==> src/rtl/xc20xx_clb_pkg.sv <==
// xc20xx_clb_pkg: shared types and helpers for the XC20XX CLB K-input LUT cell.
package xc20xx_clb_pkg;

  typedef enum logic [1:0] {
    IDLE   = 2'd0,
    LOAD   = 2'd1,
    COMMIT = 2'd2
  } cfg_state_t;

  localparam int K_MAX = 6;

  // Truth-table width for a k-input LUT.
  function automatic int tt_width(input int k);
    return 32'd1 << k;
  endfunction

endpackage

==> src/rtl/xc20xx_clb_lutk_if.sv <==
// xc20xx_clb_lutk_if: serial truth-table reload/readback port of the LUT cell.
interface xc20xx_clb_lutk_if;
  logic CFG_START;
  logic CFG_VALID;
  logic CFG_DIN;
  logic CFG_ABORT;
  logic CFG_BUSY;
  logic CFG_DONE;
  logic CFG_DOUT;

  modport master (
    output CFG_START, CFG_VALID, CFG_DIN, CFG_ABORT,
    input  CFG_BUSY, CFG_DONE, CFG_DOUT
  );

  modport slave (
    input  CFG_START, CFG_VALID, CFG_DIN, CFG_ABORT,
    output CFG_BUSY, CFG_DONE, CFG_DOUT
  );
endinterface

==> src/rtl/xc20xx_lut_mux.sv <==
// xc20xx_lut_mux: combinational 2**K:1 mux tree. IN[K-1] picks the table half
// first and IN[0] makes the final 2:1 choice, so OUT == TT[IN].
module xc20xx_lut_mux
  import xc20xx_clb_pkg::*;
#(
  parameter int K = 4
) (
  input  logic [tt_width(K)-1:0] TT,
  input  logic [K-1:0]           IN,
  output logic                   OUT
);

  localparam int TW = tt_width(K);

  logic [TW-1:0] stage;

  // Fold the table in half once per select bit, most significant select first.
  always_comb begin
    stage = TT;
    for (int j = 0; j < K; j++) begin
      for (int i = 0; i < (TW >> (j + 1)); i++) begin
        stage[i] = IN[K-1-j] ? stage[i + (TW >> (j + 1))] : stage[i];
      end
    end
    OUT = stage[0];
  end

endmodule

==> src/rtl/xc20xx_clb_lutk.sv <==
// xc20xx_clb_lutk: K-input LUT cell with optional output register and a serial
// truth-table reload port. The reload is staged in a shadow register and only
// copied into the live table in COMMIT, so the function never changes mid-load.
// Optional feature macro: XC20XX_CLB_READBACK_EN (old table shifts out on CFG_DOUT
// while the new one shifts in).
module xc20xx_clb_lutk
  import xc20xx_clb_pkg::*;
#(
  parameter int                    K        = 4,
  parameter logic [tt_width(K)-1:0] INIT    = '0,
  parameter int                    OUT_MODE = 0,
  parameter logic                  FF_INIT  = 1'b0
) (
  input  logic         CLK,
  input  logic         RST_N,
  input  logic [K-1:0] IN,
  input  logic         CE,
  output logic         OUT,
  output logic         OUT_Q,
  xc20xx_clb_lutk_if.slave cfg
);

  localparam int         TW   = tt_width(K);
  localparam logic [K:0] LAST = (K+1)'(TW - 1);

  cfg_state_t    state;
  logic [TW-1:0] tt;
  logic [TW-1:0] shadow;
  logic [K:0]    cnt;
  logic          busy;
  logic          done;
  logic          lut;
  logic          out_q;

  xc20xx_lut_mux #(.K(K)) u_mux (
    .TT  (tt),
    .IN  (IN),
    .OUT (lut)
  );

  // Reload FSM: owns the live table, shadow register, bit counter and status flags.
  always_ff @(posedge CLK or negedge RST_N) begin
    if (!RST_N) begin
      state  <= IDLE;
      tt     <= INIT;
      shadow <= '0;
      cnt    <= '0;
      busy   <= 1'b0;
      done   <= 1'b0;
    end else begin
      case (state)
        IDLE: begin
          if (cfg.CFG_START) begin
            state <= LOAD;
            busy  <= 1'b1;
            cnt   <= '0;
`ifdef XC20XX_CLB_READBACK_EN
            shadow <= tt;
`else
            shadow <= '0;
`endif
          end
        end
        LOAD: begin
          // Abort has priority, including over the final bit.
          if (cfg.CFG_ABORT) begin
            state <= IDLE;
            busy  <= 1'b0;
            cnt   <= '0;
          end else if (cfg.CFG_VALID) begin
            shadow <= {shadow[TW-2:0], cfg.CFG_DIN};
            cnt    <= cnt + 1'b1;
            if (cnt == LAST) begin
              state <= COMMIT;
              done  <= 1'b1;
            end
          end
        end
        COMMIT: begin
          tt    <= shadow;
          state <= IDLE;
          busy  <= 1'b0;
          done  <= 1'b0;
          cnt   <= '0;
        end
        default: begin
          state <= IDLE;
          busy  <= 1'b0;
          done  <= 1'b0;
          cnt   <= '0;
        end
      endcase
    end
  end

`ifdef XC20XX_CLB_READBACK_EN
  logic dout;

  // Readback: CFG_DOUT mirrors the shadow MSB while loading, 0 otherwise.
  always_ff @(posedge CLK or negedge RST_N) begin
    if (!RST_N) begin
      dout <= 1'b0;
    end else if (state == IDLE) begin
      dout <= cfg.CFG_START ? tt[TW-1] : 1'b0;
    end else if (state == LOAD) begin
      if (cfg.CFG_ABORT || (cfg.CFG_VALID && (cnt == LAST))) begin
        dout <= 1'b0;
      end else if (cfg.CFG_VALID) begin
        dout <= shadow[TW-2];
      end else begin
        dout <= dout;
      end
    end else begin
      dout <= 1'b0;
    end
  end

  assign cfg.CFG_DOUT = dout;
`else
  assign cfg.CFG_DOUT = 1'b0;
`endif

  // Output register: samples the LUT value when enabled, holds otherwise.
  always_ff @(posedge CLK or negedge RST_N) begin
    if (!RST_N) begin
      out_q <= FF_INIT;
    end else if (CE) begin
      out_q <= lut;
    end else begin
      out_q <= out_q;
    end
  end

  generate
    if (OUT_MODE == 1) begin : g_out_reg
      assign OUT = out_q;
    end else begin : g_out_comb
      assign OUT = lut;
    end
  endgenerate

  assign OUT_Q        = out_q;
  assign cfg.CFG_BUSY = busy;
  assign cfg.CFG_DONE = done;

endmodule

==> src/flat_wrapper.sv <==
// flat-port wrapper written by rule: the top's interface ports become plain ports
module xc20xx_clb_lutk_flat import xc20xx_clb_pkg::*;
#(
  parameter int                    K        = 4,
  parameter logic [tt_width(K)-1:0] INIT    = '0,
  parameter int                    OUT_MODE = 0,
  parameter logic                  FF_INIT  = 1'b0
)
  (CLK, RST_N, IN, CE, OUT, OUT_Q, cfg_CFG_START, cfg_CFG_VALID, cfg_CFG_DIN, cfg_CFG_ABORT, cfg_CFG_BUSY, cfg_CFG_DONE, cfg_CFG_DOUT);
  xc20xx_clb_lutk_if cfg_i ();
  input  logic CLK;
  input  logic RST_N;
  input  logic [K-1:0] IN;
  input  logic CE;
  output logic OUT;
  output logic OUT_Q;
  input wire logic [$bits(cfg_i.CFG_START)-1:0] cfg_CFG_START;
  input wire logic [$bits(cfg_i.CFG_VALID)-1:0] cfg_CFG_VALID;
  input wire logic [$bits(cfg_i.CFG_DIN)-1:0] cfg_CFG_DIN;
  input wire logic [$bits(cfg_i.CFG_ABORT)-1:0] cfg_CFG_ABORT;
  output wire logic [$bits(cfg_i.CFG_BUSY)-1:0] cfg_CFG_BUSY;
  output wire logic [$bits(cfg_i.CFG_DONE)-1:0] cfg_CFG_DONE;
  output wire logic [$bits(cfg_i.CFG_DOUT)-1:0] cfg_CFG_DOUT;
  assign cfg_i.CFG_START = cfg_CFG_START;
  assign cfg_i.CFG_VALID = cfg_CFG_VALID;
  assign cfg_i.CFG_DIN = cfg_CFG_DIN;
  assign cfg_i.CFG_ABORT = cfg_CFG_ABORT;
  assign cfg_CFG_BUSY = cfg_i.CFG_BUSY;
  assign cfg_CFG_DONE = cfg_i.CFG_DONE;
  assign cfg_CFG_DOUT = cfg_i.CFG_DOUT;
  xc20xx_clb_lutk #(.K(K), .INIT(INIT), .OUT_MODE(OUT_MODE), .FF_INIT(FF_INIT)) u_core (.CLK(CLK), .RST_N(RST_N), .IN(IN), .CE(CE), .OUT(OUT), .OUT_Q(OUT_Q), .cfg(cfg_i));
endmodule
==> config.mk <==
export PLATFORM = sky130hd
export DESIGN_NAME = xc20xx_clb_lutk_flat
export DESIGN_NICKNAME = d
export VERILOG_FILES = /design/src/rtl/xc20xx_clb_pkg.sv /design/src/rtl/xc20xx_clb_lutk_if.sv /design/src/rtl/xc20xx_lut_mux.sv /design/src/rtl/xc20xx_clb_lutk.sv /design/src/flat_wrapper.sv
export SDC_FILE = /design/constraint.sdc
export NUM_CORES = 1
export LEC_CHECK = 0
export ABC_AREA = 1
export BUFFER_PORTS_ARGS = -buffer_cell sky130_fd_sc_hd__buf_4
export CAP_MARGIN = 30
export CELL_PAD_IN_SITES_DETAIL_PLACEMENT = 0
export CELL_PAD_IN_SITES_GLOBAL_PLACEMENT = 2
export CORE_MARGIN = 2
export CORE_UTILIZATION = 35
export DETAILED_ROUTE_END_ITERATION = 12
export PLACE_DENSITY = 0.82
export SYNTH_ARGS = -nofsm -noshare
export SYNTH_HDL_FRONTEND = slang
export SYNTH_HIERARCHICAL = 1
export SYNTH_SLANG_ARGS = --single-unit
==> constraint.sdc <==
create_clock -name CLK -period 3.35 [get_ports CLK]
set_clock_uncertainty 0.1 [all_clocks]
set_input_delay 0.335 -clock CLK [delete_from_list [all_inputs] [get_ports CLK]]
set_output_delay 0.335 -clock CLK [all_outputs]
set_load 0.02 [all_outputs]
==> results.md <==
* Seq/Total Area, Yosys at 50.9%
* Peak VDD IR at 0.193 mV
* Count of cell types in the netlist at 20
* Gr usage total at 12.9%
* Period utilisation layout at 57.1%
* Yosys warning count at 6
* Initial drt markers at 105
* N_diodes at 0
* Largest area contributor in the netlist: dfrtp_1
* Final Critical Period at 1.91 ns
* I/O pins at 16
* Top post-synthesis cells by count: nand2_1, dfrtp_1, inv_1, mux2_2, nand3_1
* DIE WIDTH at 80.8 um
* Reg clk slew, reported paths at 0.08 ns
* CP Class: reg -> reg
* CTS tree: done
* DRT Pass-1 Iters at 4
* Internal at 0.725 mW
* Placed inst area at 0.00219 mm^2
* Clk_lat worst skew at 0.29 ns
* Initial Utilization at 36.8%
* Core Util, Final at 41.0%
* Final-stage net count at 250
* Number of port buffers at 14
* Sequential power share at 53.1%
* Worst r2r dst: u_core/shadow[13]
* Drt wl/cell at 12.0 um
* CP Max Fanout at 32
* Comb pwr share at 12.8%
* Status: finished clean
* Post-synth EDFFs at 0
* Via count at 1412
* Vias in the first global route at 1376
* Die area at 0.00653 mm^2
* Setup violators final at 0
* Reg2Reg Depth at 6
* Hold wc startpoint: cfg_CFG_VALID
* RSZ-0062 raised after global routing: no
* Final worst slack at 1.44 ns
* Final ANT Viol Nets at 0
* Worst path cell trace: nor2_4 -> nand2_2 -> nand2_1 -> nand2_2 -> nand2_1 -> o21ai_2
* CP Capture Type: flop
* Clock share of power at 34.1%
* Post-CTS Setup Inserts at 0
* Largest stage delay on the critical path at 0.45 ns
* Worst min-delay path endpoint: u_core/state[0]
* WP buf/inv at 0
* NetSw at 0.278 mW
* Worst-Margin Slew at 0.697 ns
* Clock Path Buffers at 2
* First-pass GRT wire length at 6.33 mm
* Core ar. at 0.00561 mm^2
* Main synth FF type: dfrtp_1
* Slew HR at 53.4%
* WL final at 3.72 mm
* Num rows at 27
* Mapped Cells at 222
* Critical path's top delay family: simple AND/OR/NAND/NOR gates
* Required time worst endpoint at 3.41 ns
* Yosys reg bits at 42
* Lkg Pwr at 1.13 nW
* Max Freq at 0.523 GHz
* Fin Setup TNS at 0 ns
* Initial antenna violation count at 0
* Routability congestion estimate at 0.695
* Post-Synthesis Cell Area at 0.00207 mm^2
* Layout cells sized above 1 at 28.6%
* Design Area, Final at 0.00230 mm^2
* Post-synth top area share at 50.9%
* Cts bufs inserted at 5
* Max_cap viols at 0
* Clk root buf: clkbuf_8
* Crit path launch: u_core/state[1]
* Die height at 80.8 um
* Count leader, synth: nand2_1
* R2R setup slack at 1.44 ns
* Grt ovf at 0
* Switching part of the total at 27.7%
* Placed Cells at 301
* Reg-to-reg startpoint: u_core/state[1]
* Dpl ws at 1.43 ns
* Hpwl dp at 2.63 mm
* Worst Hold Depth at 2
* PwrDens at 437 mW/mm^2
* CTS H-Tree Depth at 2
* Syn avg cell area at 9.31 um^2
* Mapped Nets at 235
* Critical path's slowest cell: dfrtp_1
* Area Growth Syn to Fin at 11.2%
* Max-slew violation count at 0
* Final hold violations at 0
* Area contributors post-synth: dfrtp_1, nand2_1, mux2_2
* Critical Path Source Type: flop
* Hold Crit Class: in -> reg
* Vias per cell at 4.55
* Layout Cells excl Fill at 310
* DRC Markers at 0
* Asr flop ratio synth at 100%
* CTS sink cnt at 42
* Arr. time, crit path at 1.97 ns
* Largest net degree at the start of global routing at 43
## metal layers
| metal | vias to the layer above | track usage [%] | wire length (um) | part of all wire, % |
|---|---|---|---|---|
| met5 | - | 0 | 0 | 0 |
| met4 | 0 | 6.10 | 74 | 2.0 |
| met2 | 16 | 21.0 | 1720 | 46 |
| li1 | 724 | - | - | - |
| met3 | 8 | 3.44 | 134 | 3.6 |
| met1 | 664 | 16.0 | 1790 | 48 |
## power groups by stage
stage / Combinational [mW] / Clock (mW) / Sequential (mW)
after global placement: 0.129 / 0 / 0.543
after floorplan: 0.0938 / 0 / 0.545
after global routing: 0.145 / 0.379 / 0.535
after detailed placement: 0.130 / 0 / 0.543
after CTS: 0.131 / 0.357 / 0.533
final: 0.128 / 0.342 / 0.532
## cells in the final DEF (no fill, tap or decap), types with 2 or more instances in the layout
cell and count:
nand2_1 63, dfrtp_1 42, inv_1 27, mux2_2 17
nand3_1 17, o21ai_2 16, buf_4 14, nor2_1 8
nand2_2 8, clkbuf_8 6, o21ai_0 4, inv_2 3
a21oi_1 2, nand4_1 2, ha_1 2
## per-stage QoR
stage | hold WS, ns | power [mW]
floorplan | -0.0606 | 0.639
global placement | 0.260 | 0.672
detailed placement | 0.258 | 0.673
CTS | 0.149 | 1.02
global route | 0.166 | 1.06
finish | 0.168 | 1.00
## state kept, by name (all words and copies together), names as in the netlist
| signal | flops |
|---|---|
| u_core/tt | 16 |
| u_core/OUT_Q | 1 |
| u_core/state | 2 |
| u_core/shadow | 16 |
| u_core/cfg.CFG_BUSY | 1 |
| u_core/cnt | 5 |
| u_core/cfg.CFG_DONE | 1 |
## worst max path at each step
stage,depth (start not counted),slack (ns),end
2_1_floorplan,8,1.93,u_core/OUT_Q
3_3_place_gp,6,1.47,u_core/shadow[5]
3_5_place_dp,6,1.43,u_core/shadow[1]
4_1_cts,6,1.40,u_core/shadow[13]
5_1_grt,6,1.22,u_core/shadow[0]
6_report,6,1.44,u_core/shadow[13]
## repair_timing
action                                  4_1_cts  5_1_grt
endpoints found under the setup margin        0        0
gates resized for setup                       0        0
hold buffers                                  1        0
hold endpoints to repair                     42        0
## cells by family after synthesis
group | count (synthesis) | synth area share, %
AO/OA/AOI/OAI | 23 | 8.54
adder cells (fa/ha/maj) | 2 | 1.21
AND/OR/NAND/NOR | 99 | 20.6
other | 1 | 0.182
flip-flops | 42 | 50.9
buffers and inverters | 38 | 9.33
multiplexers | 17 | 9.27
## final cells by class
cell class | count | area (um^2)
Multi-Input combinational cell | 142 | 822
Sequential cell | 42 | 1050
Clock buffer | 6 | 82.6
Inverter | 31 | 124
Tap cell | 72 | 90.1
Clock inverter | 2 | 12.5
Timing Repair Buffer | 15 | 115
Fill cell | 581 | 3310
No activity file was read; power rests on OpenSTA's default activity.
